<file path="src/rtl/memory_sp_req_ctrl_if.sv">
// memory_if: single-port memory access bundle.
// The requester drives enable/wr_en/addr/write_data through the src modport.
// The memory returns read_data one cycle after an enabled read, through the dst modport.
interface memory_if #(
    parameter int  ADDR_W = 1,
    parameter type data_t = logic [1:0]
) ();
    logic              enable;
    logic              wr_en;
    logic [ADDR_W-1:0] addr;
    data_t             write_data;
    data_t             read_data;

    modport src (output enable, output wr_en, output addr, output write_data, input read_data);
    modport dst (input enable, input wr_en, input addr, input write_data, output read_data);
endinterface

</file>
<file path="src/rtl/memory_sp_req_ctrl.sv">
// memory_sp_req_ctrl: request sequencer in front of a single-port memory.
// Accepts valid/ready read/write requests and issues at most one access per cycle.
// Read data (1-cycle latency) is captured into a response FIFO with backpressure.
// Reads are only accepted while a FIFO slot is guaranteed, so no data is lost.
// Optional feature: define MEMORY_SP_REQ_CTRL_STATS_EN for saturating
// accepted-write/read counters; otherwise wr_count/rd_count are tied to zero.
module memory_sp_req_ctrl #(
    parameter int  DEPTH     = 2,
    parameter type data_t    = logic [1:0],
    parameter int  RSP_DEPTH = 2,
    parameter int  ADDR_W    = (DEPTH > 1) ? $clog2(DEPTH) : 1
) (
    input  logic                     clk,
    input  logic                     rst_n,
    input  logic                     req_valid,
    output logic                     req_ready,
    input  logic                     req_wr,
    input  logic [ADDR_W-1:0]        req_addr,
    input  logic [$bits(data_t)-1:0] req_wdata,
    output logic                     rsp_valid,
    input  logic                     rsp_ready,
    output logic [$bits(data_t)-1:0] rsp_rdata,
    output logic                     addr_err,
    output logic                     idle,
    output logic [31:0]              wr_count,
    output logic [31:0]              rd_count,
    memory_if.src                    mem_port
);
    localparam int DW    = $bits(data_t);
    localparam int PTR_W = $clog2(RSP_DEPTH);
    localparam int CNT_W = $clog2(RSP_DEPTH + 1);

    localparam logic [PTR_W-1:0]  PTR_LAST = PTR_W'(RSP_DEPTH - 1);
    localparam logic [CNT_W-1:0]  CNT_FULL = CNT_W'(RSP_DEPTH);
    localparam logic [ADDR_W:0]   DEPTH_X  = (ADDR_W + 1)'(DEPTH);

    // Request-side state
    logic             rd_pend;   // a read was accepted last cycle
    logic             rd_oor;    // that read was out of range -> return zero

    // Response FIFO
    logic [DW-1:0]    fifo_mem [RSP_DEPTH];
    logic [PTR_W-1:0] wr_ptr;
    logic [PTR_W-1:0] rd_ptr;
    logic [CNT_W-1:0] fifo_occ;
    logic             fifo_empty;

    logic             credit;
    logic             acc;
    logic             in_range;
    logic             push;
    logic             pop;
    logic [DW-1:0]    push_data;
    logic [CNT_W:0]   outstanding;

    // Request acceptance, credit check and memory command decode
    always_comb begin
        outstanding = {1'b0, fifo_occ} + (CNT_W + 1)'(rd_pend);
        credit      = outstanding < {1'b0, CNT_FULL};
        req_ready   = req_wr | credit;
        acc         = req_valid & req_ready;
        in_range    = {1'b0, req_addr} < DEPTH_X;
    end

    assign mem_port.enable     = acc & in_range;
    assign mem_port.wr_en      = req_wr;
    assign mem_port.addr       = req_addr;
    assign mem_port.write_data = req_wdata;

    // Response path: push the pending read, bypass the storage when the FIFO is empty
    always_comb begin
        fifo_empty = (fifo_occ == '0);
        push       = rd_pend;
        push_data  = rd_oor ? '0 : DW'(mem_port.read_data);
        rsp_valid  = ~fifo_empty | rd_pend;
        rsp_rdata  = fifo_empty ? push_data : fifo_mem[rd_ptr];
        pop        = rsp_valid & rsp_ready;
        idle       = ~rd_pend & fifo_empty;
    end

    // Track the read in flight and the sticky address error
    always_ff @(posedge clk or negedge rst_n) begin
        if (!rst_n) begin
            rd_pend  <= 1'b0;
            rd_oor   <= 1'b0;
            addr_err <= 1'b0;
        end else begin
            rd_pend <= acc & ~req_wr;
            rd_oor  <= acc & ~req_wr & ~in_range;
            if (acc && !in_range) begin
                addr_err <= 1'b1;
            end
        end
    end

    // FIFO pointers and occupancy; a bypassed push+pop on an empty FIFO
    // writes and immediately consumes the same slot, keeping the logic uniform
    always_ff @(posedge clk or negedge rst_n) begin
        if (!rst_n) begin
            wr_ptr   <= '0;
            rd_ptr   <= '0;
            fifo_occ <= '0;
        end else begin
            if (push) begin
                wr_ptr <= (wr_ptr == PTR_LAST) ? '0 : wr_ptr + 1'b1;
            end
            if (pop) begin
                rd_ptr <= (rd_ptr == PTR_LAST) ? '0 : rd_ptr + 1'b1;
            end
            if (push && !pop) begin
                fifo_occ <= fifo_occ + 1'b1;
            end else if (pop && !push) begin
                fifo_occ <= fifo_occ - 1'b1;
            end
        end
    end

    // FIFO data storage (no reset needed; validity is tracked by the pointers)
    always_ff @(posedge clk) begin
        if (push) begin
            fifo_mem[wr_ptr] <= push_data;
        end
    end

    // Credit accounting must make a push into a full FIFO unreachable
    a_no_push_when_full : assert property (@(posedge clk) disable iff (!rst_n)
        !(push && !pop && fifo_occ == CNT_FULL));

`ifdef MEMORY_SP_REQ_CTRL_STATS_EN
    // Saturating counters of accepted in-range writes and reads
    always_ff @(posedge clk or negedge rst_n) begin
        if (!rst_n) begin
            wr_count <= '0;
            rd_count <= '0;
        end else begin
            if (acc && in_range && req_wr && wr_count != '1) begin
                wr_count <= wr_count + 32'd1;
            end
            if (acc && in_range && !req_wr && rd_count != '1) begin
                rd_count <= rd_count + 32'd1;
            end
        end
    end
`else
    assign wr_count = '0;
    assign rd_count = '0;
`endif

endmodule

</file>
<file path="src/flat_wrapper.sv">
// flat-port wrapper written by rule: the top's interface ports become plain ports
module memory_sp_req_ctrl_flat 
#(
    parameter int  DEPTH     = 2,
    parameter type data_t    = logic [1:0],
    parameter int  RSP_DEPTH = 2,
    parameter int  ADDR_W    = (DEPTH > 1) ? $clog2(DEPTH) : 1
)
  (clk, rst_n, req_valid, req_ready, req_wr, req_addr, req_wdata, rsp_valid, rsp_ready, rsp_rdata, addr_err, idle, wr_count, rd_count, mem_port_enable, mem_port_wr_en, mem_port_addr, mem_port_write_data, mem_port_read_data);
  memory_if #(.ADDR_W(ADDR_W), .data_t(data_t)) mem_port_i ();
  input  logic clk;
  input  logic rst_n;
  input  logic req_valid;
  output logic req_ready;
  input  logic req_wr;
  input  logic [ADDR_W-1:0] req_addr;
  input  logic [$bits(data_t)-1:0] req_wdata;
  output logic rsp_valid;
  input  logic rsp_ready;
  output logic [$bits(data_t)-1:0] rsp_rdata;
  output logic addr_err;
  output logic idle;
  output logic [31:0] wr_count;
  output logic [31:0] rd_count;
  output wire logic [$bits(mem_port_i.enable)-1:0] mem_port_enable;
  output wire logic [$bits(mem_port_i.wr_en)-1:0] mem_port_wr_en;
  output wire logic [$bits(mem_port_i.addr)-1:0] mem_port_addr;
  output wire logic [$bits(mem_port_i.write_data)-1:0] mem_port_write_data;
  input wire logic [$bits(mem_port_i.read_data)-1:0] mem_port_read_data;
  assign mem_port_enable = mem_port_i.enable;
  assign mem_port_wr_en = mem_port_i.wr_en;
  assign mem_port_addr = mem_port_i.addr;
  assign mem_port_write_data = mem_port_i.write_data;
  assign mem_port_i.read_data = mem_port_read_data;
  memory_sp_req_ctrl #(.DEPTH(DEPTH), .data_t(data_t), .RSP_DEPTH(RSP_DEPTH), .ADDR_W(ADDR_W)) u_core (.clk(clk), .rst_n(rst_n), .req_valid(req_valid), .req_ready(req_ready), .req_wr(req_wr), .req_addr(req_addr), .req_wdata(req_wdata), .rsp_valid(rsp_valid), .rsp_ready(rsp_ready), .rsp_rdata(rsp_rdata), .addr_err(addr_err), .idle(idle), .wr_count(wr_count), .rd_count(rd_count), .mem_port(mem_port_i));
endmodule
</file>
<file path="config.mk">
export PLATFORM = sky130hd
export DESIGN_NAME = memory_sp_req_ctrl_flat
export DESIGN_NICKNAME = d
export VERILOG_FILES = /design/src/rtl/memory_sp_req_ctrl_if.sv /design/src/rtl/memory_sp_req_ctrl.sv /design/src/flat_wrapper.sv
export SDC_FILE = /design/constraint.sdc
export NUM_CORES = 1
export LEC_CHECK = 0
export BUFFER_PORTS_ARGS = -buffer_cell sky130_fd_sc_hd__buf_4
export CORE_MARGIN = 5
export CORE_UTILIZATION = 34
export DETAILED_ROUTE_END_ITERATION = 10
export HOLD_SLACK_MARGIN = 0.08
export PLACE_DENSITY = 0.88
export SLEW_MARGIN = 20
export SYNTH_ARGS = -nofsm -noshare
export SYNTH_HDL_FRONTEND = slang
export SYNTH_SLANG_ARGS = --single-unit
</file>
<file path="constraint.sdc">
create_clock -name clk -period 1.1 [get_ports clk]
set_input_delay 0.165 -clock clk [delete_from_list [all_inputs] [get_ports clk]]
set_output_delay 0.165 -clock clk [all_outputs]
set_load 0.1 [all_outputs]
</file>
Word level (Yosys, flattened, before mapping)
Memory sizes are Yosys's and may differ from the RTL's.
Cells that the tools add are included.
Word-level totals
  bits in writable memories: 4
  output and inout bits: 75
  word-level logic and storage cells: 33
  register bits: 5
  memories: 1
  input bits: 10
Operators by class
  bitwise gates (word level): 9
  $add $sub $neg: 5
  magnitude comparators: 1
  mux-type cells: 7
  reductions and logical operators: 6
Memories
  u_core.fifo_mem: words 2, width 2, read ports 1, clocked after memory_dff 0, wr ports 1, RTL line memory_sp_req_ctrl.sv:42  | logic [DW-1:0] fifo_mem [RSP_DEPTH];
Operators with widths (count)
  2-bit 2-to-1 mux: 3
  1-bit bitwise AND: 4
  1-bit 2-to-1 mux: 4
  2-bit by 1-bit adder with 3-bit output: 1
  3-bit by 2-bit less-than comparator with 1-bit output, second input constant: 1
  1-bit inverter: 3
  1-bit adder, second input constant: 2
  2-bit by 1-bit adder with 2-bit output, second input constant: 1
  1-bit logical AND: 2
  1-bit zero test: 2
  2-bit zero test: 1
  1-bit bitwise OR: 2
  2-bit nonzero test: 1
  2-bit by 1-bit subtractor with 2-bit output, second input constant: 1

Depth between registers and ports, before layout
Gate-level depths: netlist of run 1.
  word-level depth: 7
  gate-level depth with buffers: 4
  mapped depth without buffers: 3

Worst setup path after synthesis of run 1
OpenSTA, ideal clock, no wires.
  path kind: flip-flop to output port
  from: register u_core.rd_ptr
  to: output rsp_rdata[0]
  slack: -1.696 ns
  buffers on the path: 0
  data arrival time: 2.631 ns
  required time: 0.935 ns
  cell stages (with the launch flop): 3
  path through: dfrtp_1 mux2i_1 o21ai_0
On the way
  longest elaborated chain between the ends: 2
RTL lines
  start, declared: RTL line memory_sp_req_ctrl.sv:44  | logic [PTR_W-1:0] rd_ptr;
  start signal, assigned: RTL line memory_sp_req_ctrl.sv:108  | rd_ptr <= (rd_ptr == PTR_LAST) ? '0 : rd_ptr + 1'b1;
  memory 2 x 2 bit
  2-bit 2-to-1 mux: RTL line memory_sp_req_ctrl.sv:76  | rsp_rdata = fifo_empty ? push_data : fifo_mem[rd_ptr];
  end, declared: RTL line flat_wrapper.sv:20  | output logic [$bits(data_t)-1:0] rsp_rdata;
Every way passes these cells.

Worst setup path after layout of run 1
  from: register u_core.fifo_occ[1]
  to: output idle
On the way
  longest elaborated chain between the ends: 2
RTL lines
  start, declared: RTL line memory_sp_req_ctrl.sv:45  | logic [CNT_W-1:0] fifo_occ;
  start signal, assigned: RTL line memory_sp_req_ctrl.sv:111  | fifo_occ <= fifo_occ + 1'b1;
  start signal, assigned: RTL line memory_sp_req_ctrl.sv:113  | fifo_occ <= fifo_occ - 1'b1;
  2-bit zero test: RTL line memory_sp_req_ctrl.sv:72  | fifo_empty = (fifo_occ == '0);
  1-bit bitwise AND: RTL line memory_sp_req_ctrl.sv:78  | idle = ~rd_pend & fifo_empty;
  end, declared: RTL line flat_wrapper.sv:22  | output logic idle;
Every way passes these cells.

==> results of run 1 <==
-- kinds of logic after synthesis --
group / count (synthesis)
buffers and inverters: 71
XOR/XNOR: 2
multiplexers: 3
flip-flops: 9
AO/OA/AOI/OAI: 6
AND/OR/NAND/NOR: 16
other: 1
-- worst max-delay path by stage --
stage                                   startpoint      endpoint  slack [ps]  cells after the start
floorplan                    u_core.push$_DFF_PN0_          idle        -440                      3
global placement    u_core.fifo_occ[1]$_DFFE_PN0P_          idle        -240                      3
detailed placement  u_core.fifo_occ[1]$_DFFE_PN0P_          idle        -260                      3
CTS                 u_core.fifo_occ[1]$_DFFE_PN0P_  rsp_rdata[0]        -460                      4
global route        u_core.fifo_occ[1]$_DFFE_PN0P_          idle        -520                      3
finish              u_core.fifo_occ[1]$_DFFE_PN0P_          idle        -460                      3
-- timing repair --
action,in CTS,in global routing
hold buffers,1,0
endpoints found under the setup margin,7,9
buffers inserted,0,1
cloned,0,0
hold endpoints to repair,5,0
gates resized for setup,9,13
pin swaps,1,3
-- cells in the mapped netlist --
cell,count
nand2_1,3
o21ai_0,2
nand2b_1,1
nor2_1,2
nand2_2,1
buf_6,1
and3b_1,1
xnor2_1,1
conb_1,1
a21oi_1,3
edfxtp_1,4
or2_0,1
or2_2,1
nor2b_1,3
mux2i_1,3
dfrtp_1,5
xor2_1,1
inv_1,1
a211oi_1,1
buf_4,69
and2_1,2
or3_4,1
-- power groups by stage --
stage               sequential (mW)  clock, mW  combinational [mW]
finish                        0.484      0.252                1.70
global route                  0.495      0.282                1.75
CTS                           0.476      0.260                1.62
detailed placement            0.482          0                1.58
global placement              0.477          0                1.57
floorplan                     0.469          0                1.65
-- sequential cells by signal (all words and copies together) (netlist names) --
signal,cells
u_core.fifo_mem,4
u_core.wr_ptr,1
u_core.fifo_occ,2
u_core.rd_ptr,1
u_core.push,1
-- stage by stage --
stage	setup TNS (ps)	utilization [%]	setup WS, ps
6_report	-2537	36.06	-460.1
4_1_cts	-2742	33.91	-455.1
3_3_place_gp	-1141	31.40	-240.6
2_1_floorplan	-1924	-	-441.8
5_1_grt	-2959	36.06	-517.0
3_5_place_dp	-1364	31.40	-262.7
-- area by class of cell --
class                      instances  area [um2]  share of cell area, %
inverter                           1       7.507                 0.7614
timing repair buffer              20       210.2                  21.32
clock buffer                       4       26.28                  2.665
sequential                         9       247.7                  25.13
multi-input combinational         92       455.4                  46.19
tap                               31       38.79                  3.934
-- critical path, delay by kind of cell (launching register included) --
family                 cells  cell delay, ps
DFF                        1             460
and+or+nand+nor            1             410
buffers and inverters      2             260
-- per-layer routing --
layer,vias to the layer above,GRT usage [%],share of wire (%)
met1,231,6.783,30
met3,0,5.329,17
met2,45,9.744,53
li1,240,-,-
met4,0,0.7958,0
met5,-,0,0
==> impl_metrics.json, run 1 <==
{
  "grt_max_degree": 8,
  "netlist_instances": 108,
  "die_h_um": 63.06,
  "start_util_pct": 35.01,
  "critPathCaptureType": "primary output",
  "cts_tree": "built",
  "grt.overflow.total": 0,
  "worst_hold_slack_ps": 105.3,
  "min_path_cells": 1,
  "total_power_mw": 2.439,
  "hold_class": "in -> reg",
  "place_congestion": 0.6952,
  "place_area_um2": 858.3,
  "cts.path.max_buffers": 2,
  "synth_compound_area_share_pct": 3.399,
  "synthTopCellsByArea": "buf_4 (54%), dfrtp_1 (13%), edfxtp_1 (13%)",
  "fillers": 289,
  "fin_crit_sh_pct": 141.8,
  "min_from": "mem_port_read_data[1]",
  "p_sw_share_pct": 64.88,
  "synth_adder_area_share_pct": 0,
  "place_inst": 151,
  "power_switching_mw": 1.582,
  "drive_gt1_share_pct": 28.57,
  "fin_cells": 157,
  "fin_ws_ps": -460.1,
  "syn2layout_area_growth_pct": 3.007,
  "hpwlAfterDp_um": 1256,
  "grt_pass1_wl_um": 1980,
  "max-vdd-ir-drop_v": 0.001094,
  "antenna_cells": 0,
  "yosysUniqueCellTypes": 22,
  "synth_top_family_by_area": "buffers and inverters",
  "synth_top_area_cell": "buf_4",
  "setup_viol": 7,
  "most-common-layout-cells": "conb_1 (65), buf_4 (13), buf_12 (4), edfxtp_1 (4)",
  "vias": 516,
  "worstPathCellList": "or3_4 -> clkinvlp_4 -> buf_12",
  "fmax_mhz": 641.0,
  "wl_um": 1459,
  "drv_slew": 0,
  "grt_pass1_vias": 453,
  "finalClockSkew_ps": 9.063,
  "port_buffers": 13,
  "antenna_found_initial": 0,
  "clock_tree.root_cell": "clkbuf_4",
  "final_common_cell": "conb_1",
  "slowest_stage": "dfrtp_2",
  "synth_xor_area_share_pct": 1.830,
  "clock_latency_ps": 260,
  "cp_slowest_stage_delay_ps": 460,
  "ys_ff_latch": 9,
  "failed_checks": "setup timing",
  "ios": 85,
  "synth-simple-area-share_pct": 9.935,
  "power_frac_clock_pct": 10.3,
  "drtIter0Drc": 3,
  "worst_r2r_endpoint": "u_core.rd_ptr$_DFFE_PN0P_",
  "nNetsFinal": 137,
  "final_cell_area_um2": 985.9,
  "htreeDepth": 1,
  "die_x_um": 63.06,
  "dieArea_um2": 3977,
  "yosysSeqAreaShare_pct": 25.62,
  "synthMuxAreaShare_pct": 3.137,
  "combinationalPowerShare_pct": 69.8,
  "power_frac_seq_pct": 19.8,
  "cts-buffers-inserted": 3,
  "rows": 19,
  "crit_required_ps": 940,
  "min_period_ps": 1560,
  "avgSynthCellArea_um2": 8.863,
  "internal-power_uw": 856.6,
  "status": "finished with violations",
  "viasPerCell": 3.287,
  "grt_use_total_pct": 6.319,
  "drc": 0,
  "maxCapViolCount": 0,
  "hold_viol_final": 0,
  "setup.worst_path.start_class": "flop",
  "yosysWarningCount": 0,
  "dr.pass1.iters": 2,
  "clock_sinks": 9,
  "coreArea_um2": 2734,
  "r2r_start": "u_core.fifo_occ[1]$_DFFE_PN0P_",
  "synth_area_um2": 957.2,
  "reg2reg_depth": 5,
  "p_leak_nw": 0.5287,
  "p_per_area_nw_per_um2": 2474,
  "r2r_slack_ps": -260,
  "holdPathEnd": "u_core.fifo_mem[1][1]$_DFFE_PP_",
  "clk_pin_slew_ps": 60,
  "cp.arrival_ps": 1400,
  "ant_nets": 0,
  "worstSetupPathType": "reg -> out",
  "critPathMaxFanout": 7,
  "grt_setup_unrepaired": "true",
  "routedWlPerCell_um": 9.293,
  "synth_top_area_share_pct": 54.12
}
No activity file was read; power rests on OpenSTA's default activity.
==> run 2: changes to the inputs <==
--- a/config.mk
+++ b/config.mk
@@ -12,6 +12,8 @@
 export HOLD_SLACK_MARGIN = 0.08
 export PLACE_DENSITY = 0.88
+export SETUP_SLACK_MARGIN = 0.15
 export SLEW_MARGIN = 20
 export SYNTH_ARGS = -nofsm -noshare
 export SYNTH_HDL_FRONTEND = slang
 export SYNTH_SLANG_ARGS = --single-unit
+export TNS_END_PERCENT = 30
==> constraint.sdc (replaced) <==
create_clock -name clk -period 1.1 [get_ports clk]
set_input_delay 0.165 -clock clk [delete_from_list [all_inputs] [get_ports clk]]
set_output_delay 0.165 -clock clk [all_outputs]
set_load 0.005 [all_outputs]
==> impl_metrics.json, run 2 (synthesized netlist as in run 1, its figures left out) <==
{
  "fmax_mhz": 705.3,
  "failed_checks": "setup timing",
  "clock_tree.root_cell": "clkbuf_4",
  "hpwlAfterDp_um": 1174,
  "grt_pass1_wl_um": 1600,
  "clk_pin_slew_ps": 60,
  "p_per_area_nw_per_um2": 1201,
  "internal-power_uw": 745.1,
  "final.setup.tns_ps": -1718,
  "port_buffers": 13,
  "grt_max_degree": 8,
  "status": "finished with violations",
  "start_util_pct": 35.01,
  "viasPerCell": 3.187,
  "place_congestion": 0.6998,
  "maxCapViolCount": 0,
  "r2r_slack_ps": -110,
  "max-vdd-ir-drop_v": 0.0007582,
  "rows": 19,
  "cts-buffers-inserted": 3,
  "dr.pass1.iters": 3,
  "nNetsFinal": 135,
  "clock_latency_ps": 260,
  "grt_pass1_vias": 384,
  "most-common-layout-cells": "conb_1 (65), buf_4 (15), edfxtp_1 (4), dfrtp_1 (4)",
  "vias": 494,
  "wl_um": 1316,
  "largest_reg_flops": 4,
  "dp_slack_ps": -88.06,
  "drtIter0Drc": 5,
  "syn2layout_area_growth_pct": -5.359,
  "drv_slew": 0,
  "total_power_mw": 1.088,
  "hold_viol_final": 0,
  "routedWlPerCell_um": 8.490,
  "multi_input_area_um2": 445.4,
  "grt.overflow.total": 0,
  "cts.path.max_buffers": 2,
  "fin_ws_ps": -317.9,
  "fillers": 300,
  "fin_crit_sh_pct": 128.9,
  "die_x_um": 63.06,
  "final_common_cell": "conb_1",
  "power_frac_clock_pct": 22.7,
  "drive_gt1_share_pct": 24.19,
  "htreeDepth": 1,
  "p_sw_share_pct": 31.49,
  "clock_sinks": 9,
  "cp.arrival_ps": 1250,
  "regMostFlops": "u_core.fifo_mem",
  "min_period_ps": 1418,
  "setup_viol": 8,
  "finalClockSkew_ps": 11.66,
  "dieArea_um2": 3977,
  "drc": 0,
  "worstSetupPathType": "reg -> out",
  "combinationalPowerShare_pct": 32.4,
  "reg_top3": "u_core.fifo_mem (4), u_core.fifo_occ (2)",
  "grt_use_total_pct": 5.250,
  "die_h_um": 63.06,
  "critPathMaxFanout": 4,
  "power_switching_uw": 342.5,
  "coreArea_um2": 2734,
  "antenna_found_initial": 0,
  "setup.worst_path.start_class": "flop",
  "seqCellArea_um2": 246.5,
  "power_frac_seq_pct": 44.9,
  "ios": 85,
  "p_leak_nw": 0.4962,
  "crit_required_ps": 940,
  "cts_tree": "built",
  "hold_class": "in -> reg",
  "ant_nets": 0,
  "antenna_cells": 0,
  "grt_setup_unrepaired": "true",
  "critPathCaptureType": "primary output"
}
-- run 2: power by group through the flow --
stage	registers, mW	logic, mW	clock network, mW
floorplan	0.469	0.380	0
global placement	0.480	0.292	0
detailed placement	0.485	0.301	0
CTS	0.488	0.337	0.261
global route	0.498	0.397	0.277
finish	0.488	0.353	0.247
-- run 2: cell type report --
type	count	share of cell area [%]
clock buffers	4	2.901
inverters	1	0.4144
well taps	31	4.282
repair buffers	18	16.02
multi-input cells	92	49.17
flip-flops and latches	9	27.21
-- run 2: worst paths after layout --
kind / startpoint / to / depth (start not counted)
worst max-delay path: u_core.fifo_occ[0]$_DFFE_PN0P_ / mem_port_enable / 4
worst min-delay path: mem_port_read_data[0] / u_core.fifo_mem[0][0]$_DFFE_PP_ / 1
worst max register to register: u_core.fifo_occ[1]$_DFFE_PN0P_ / u_core.rd_ptr$_DFFE_PN0P_ / 4
worst min register to register: u_core.wr_ptr$_DFFE_PN0P_ / u_core.wr_ptr$_DFFE_PN0P_ / 1
max in group asynchronous: rst_n / u_core.wr_ptr$_DFFE_PN0P_ / 2
min in group asynchronous: rst_n / u_core.rd_ptr$_DFFE_PN0P_ / 2
-- run 2: repair_timing --
item	4_1_cts	5_1_grt
setup endpoints to repair	13	13
hold buffers	1	0
resized for setup	8	2
endpoints found under the hold margin	5	0
setup buffers	2	1
pin swaps	2	4
-- run 2: routing by layer --
| metal | share of wire (%) | vias to the layer above | global-route usage [%] | routed length (um) |
|---|---|---|---|---|
| met5 | 0 | - | 0 | 0 |
| met4 | 0 | 0 | 1.592 | 0 |
| met3 | 19 | 0 | 4.085 | 254 |
| met2 | 49 | 44 | 7.821 | 644 |
| met1 | 32 | 213 | 5.696 | 417 |
| li1 | - | 237 | - | - |
-- run 2: per-stage QoR --
| stage | utilization, % | std cells | area, um2 | hold WS (ps) |
|---|---|---|---|---|
| floorplan | - | 172 | 1202 | -130.6 |
| global placement | 29.89 | 147 | 817.0 | -30.81 |
| detailed placement | 29.89 | 147 | 817.0 | -29.45 |
| CTS | 32.63 | 154 | 892.1 | 101.5 |
| global route | 33.14 | 155 | 905.9 | 90.19 |
| finish | 33.14 | 155 | 905.9 | 115.4 |
-- run 2: worst max-delay path, stage by stage, from the launching register on --
cell	delay [ps]
dfrtp_1	420
a21oi_2	80
or2_4	250
and2_4	140
buf_6	110
==> run 3: changes to the inputs <==
Settings changed: CTS_BUF_LIST set to sky130_fd_sc_hd__clkbuf_16.
==> impl_metrics.json, run 3 (synthesized netlist as in run 1, its figures left out) <==
{
  "status": "finished with violations",
  "failed_checks": "setup timing",
  "final.setup.tns_ps": -1510,
  "setup.worst_path.start_class": "flop",
  "drc": 0,
  "rows": 19,
  "wl_um": 1379,
  "ios": 85,
  "port_buffers": 13,
  "dieArea_um2": 3977,
  "p_sw_share_pct": 26.18,
  "clock_tree.root_cell": "clkbuf_16",
  "p_leak_nw": 0.5355,
  "grt_pass1_vias": 397,
  "place_congestion": 0.6998,
  "min_period_ps": 1386,
  "hold_class": "in -> reg",
  "final_common_cell": "conb_1",
  "routedWlPerCell_um": 8.840,
  "cp.arrival_ps": 1220,
  "hpwlAfterDp_um": 1174,
  "nNetsFinal": 136,
  "coreArea_um2": 2734,
  "syn2layout_area_growth_pct": 3.791,
  "internal-power_mw": 1.126,
  "p_per_area_nw_per_um2": 1536,
  "fin_ws_ps": -285.7,
  "largest_reg_flops": 4,
  "power_frac_clock_pct": 40.5,
  "regMostFlops": "u_core.fifo_mem",
  "setup_viol": 9,
  "fillers": 295,
  "cts-buffers-inserted": 3,
  "drive_gt1_share_pct": 27.20,
  "grt_setup_unrepaired": "true",
  "finalClockSkew_ps": 3.958,
  "grt.overflow.total": 0,
  "max-vdd-ir-drop_v": 0.001215,
  "critPathMaxFanout": 3,
  "fmax_mhz": 721.7,
  "critPathCaptureType": "primary output",
  "drv_slew": 0,
  "hold_viol_final": 0,
  "place_area_um2": 817.0,
  "dr.pass1.iters": 3,
  "antenna_cells": 0,
  "die_h_um": 63.06,
  "vias": 496,
  "grt_pass1_wl_um": 1649,
  "drtIter0Drc": 10,
  "clock_latency_ps": 230,
  "power_frac_seq_pct": 32.1,
  "viasPerCell": 3.179,
  "power_switching_uw": 399.4,
  "fin_crit_sh_pct": 126.0,
  "cts.path.max_buffers": 2,
  "grt_use_total_pct": 5.287,
  "combinationalPowerShare_pct": 27.4,
  "grt_max_degree": 8,
  "maxCapViolCount": 0,
  "reg_top3": "u_core.fifo_mem (4), u_core.fifo_occ (2)",
  "clk_pin_slew_ps": 40,
  "final_cell_area_um2": 993.5,
  "die_x_um": 63.06,
  "cts_tree": "built",
  "total_power_mw": 1.526,
  "crit_required_ps": 940,
  "most-common-layout-cells": "conb_1 (65), buf_4 (12), buf_6 (6)",
  "start_util_pct": 35.01,
  "clock_sinks": 9,
  "antenna_found_initial": 0,
  "ant_nets": 0,
  "htreeDepth": 1,
  "worstSetupPathType": "reg -> out"
}
==> run 3: worst max-delay path, stage by stage, from the launching register on <==
cell	delay [ps]
dfrtp_2	420
or3_4	420
inv_2	60
buf_6	80
==> run 3: per-layer routing <==
metal	GRT usage [%]	vias up	part of all wire, %
met5	0	-	0
met4	0.7958	0	0
met3	4.085	0	18
met2	8.077	42	51
met1	5.915	216	32
li1	-	238	-
==> run 3: path summary, 6_finish.rpt <==
| kind | start | end | slack, ps | cells past startpoint |
|---|---|---|---|---|
| setup / recovery | u_core.fifo_occ[0]$_DFFE_PN0P_ | idle | -290 | 3 |
| hold / removal | mem_port_read_data[0] | u_core.fifo_mem[0][0]$_DFFE_PP_ | 130 | 1 |
| setup reg to reg | u_core.fifo_occ[0]$_DFFE_PN0P_ | u_core.fifo_occ[0]$_DFFE_PN0P_ | -100 | 5 |
| hold reg to reg | u_core.wr_ptr$_DFFE_PN0P_ | u_core.wr_ptr$_DFFE_PN0P_ | 560 | 1 |
| max in group asynchronous | rst_n | u_core.fifo_occ[1]$_DFFE_PN0P_ | 690 | 2 |
| min in group asynchronous | rst_n | u_core.rd_ptr$_DFFE_PN0P_ | 290 | 2 |
==> run 3: stage by stage <==
stage	setup WS [ps]	instances	util [%]	hold slack [ps]
CTS	-291.0	154	34.65	133.1
global route	-329.0	156	36.34	131.2
finish	-285.7	156	36.34	134.6
detailed placement	-88.06	147	29.89	-29.45
global placement	-59.06	147	29.89	-30.81
floorplan	38.92	172	-	-130.6
==> run 3: power by group through the flow <==
stage,registers [mW],logic (mW),clock network [mW]
after global placement,0.480,0.292,0
after CTS,0.489,0.346,0.632
after detailed placement,0.485,0.301,0
after floorplan,0.469,0.380,0
final,0.490,0.418,0.618
after global routing,0.498,0.465,0.644
==> run 3: repair_timing <==
action | CTS | global route
gates resized for setup | 9 | 11
setup buffers | 2 | 2
pin swaps | 3 | 7
setup endpoints to repair | 13 | 13
hold endpoints to repair | 5 | 0
hold buffers | 1 | 0
==> run 3: cell type report <==
type | instances | area (um2) | area share (%)
flip-flops and latches | 9 | 247.7 | 24.94
clock buffers | 3 | 75.07 | 7.557
clock inverters | 1 | 3.754 | 0.3778
multi-input cells | 92 | 456.7 | 45.97
repair buffers | 19 | 167.7 | 16.88
inverters | 1 | 3.754 | 0.3778
well taps | 31 | 38.79 | 3.904
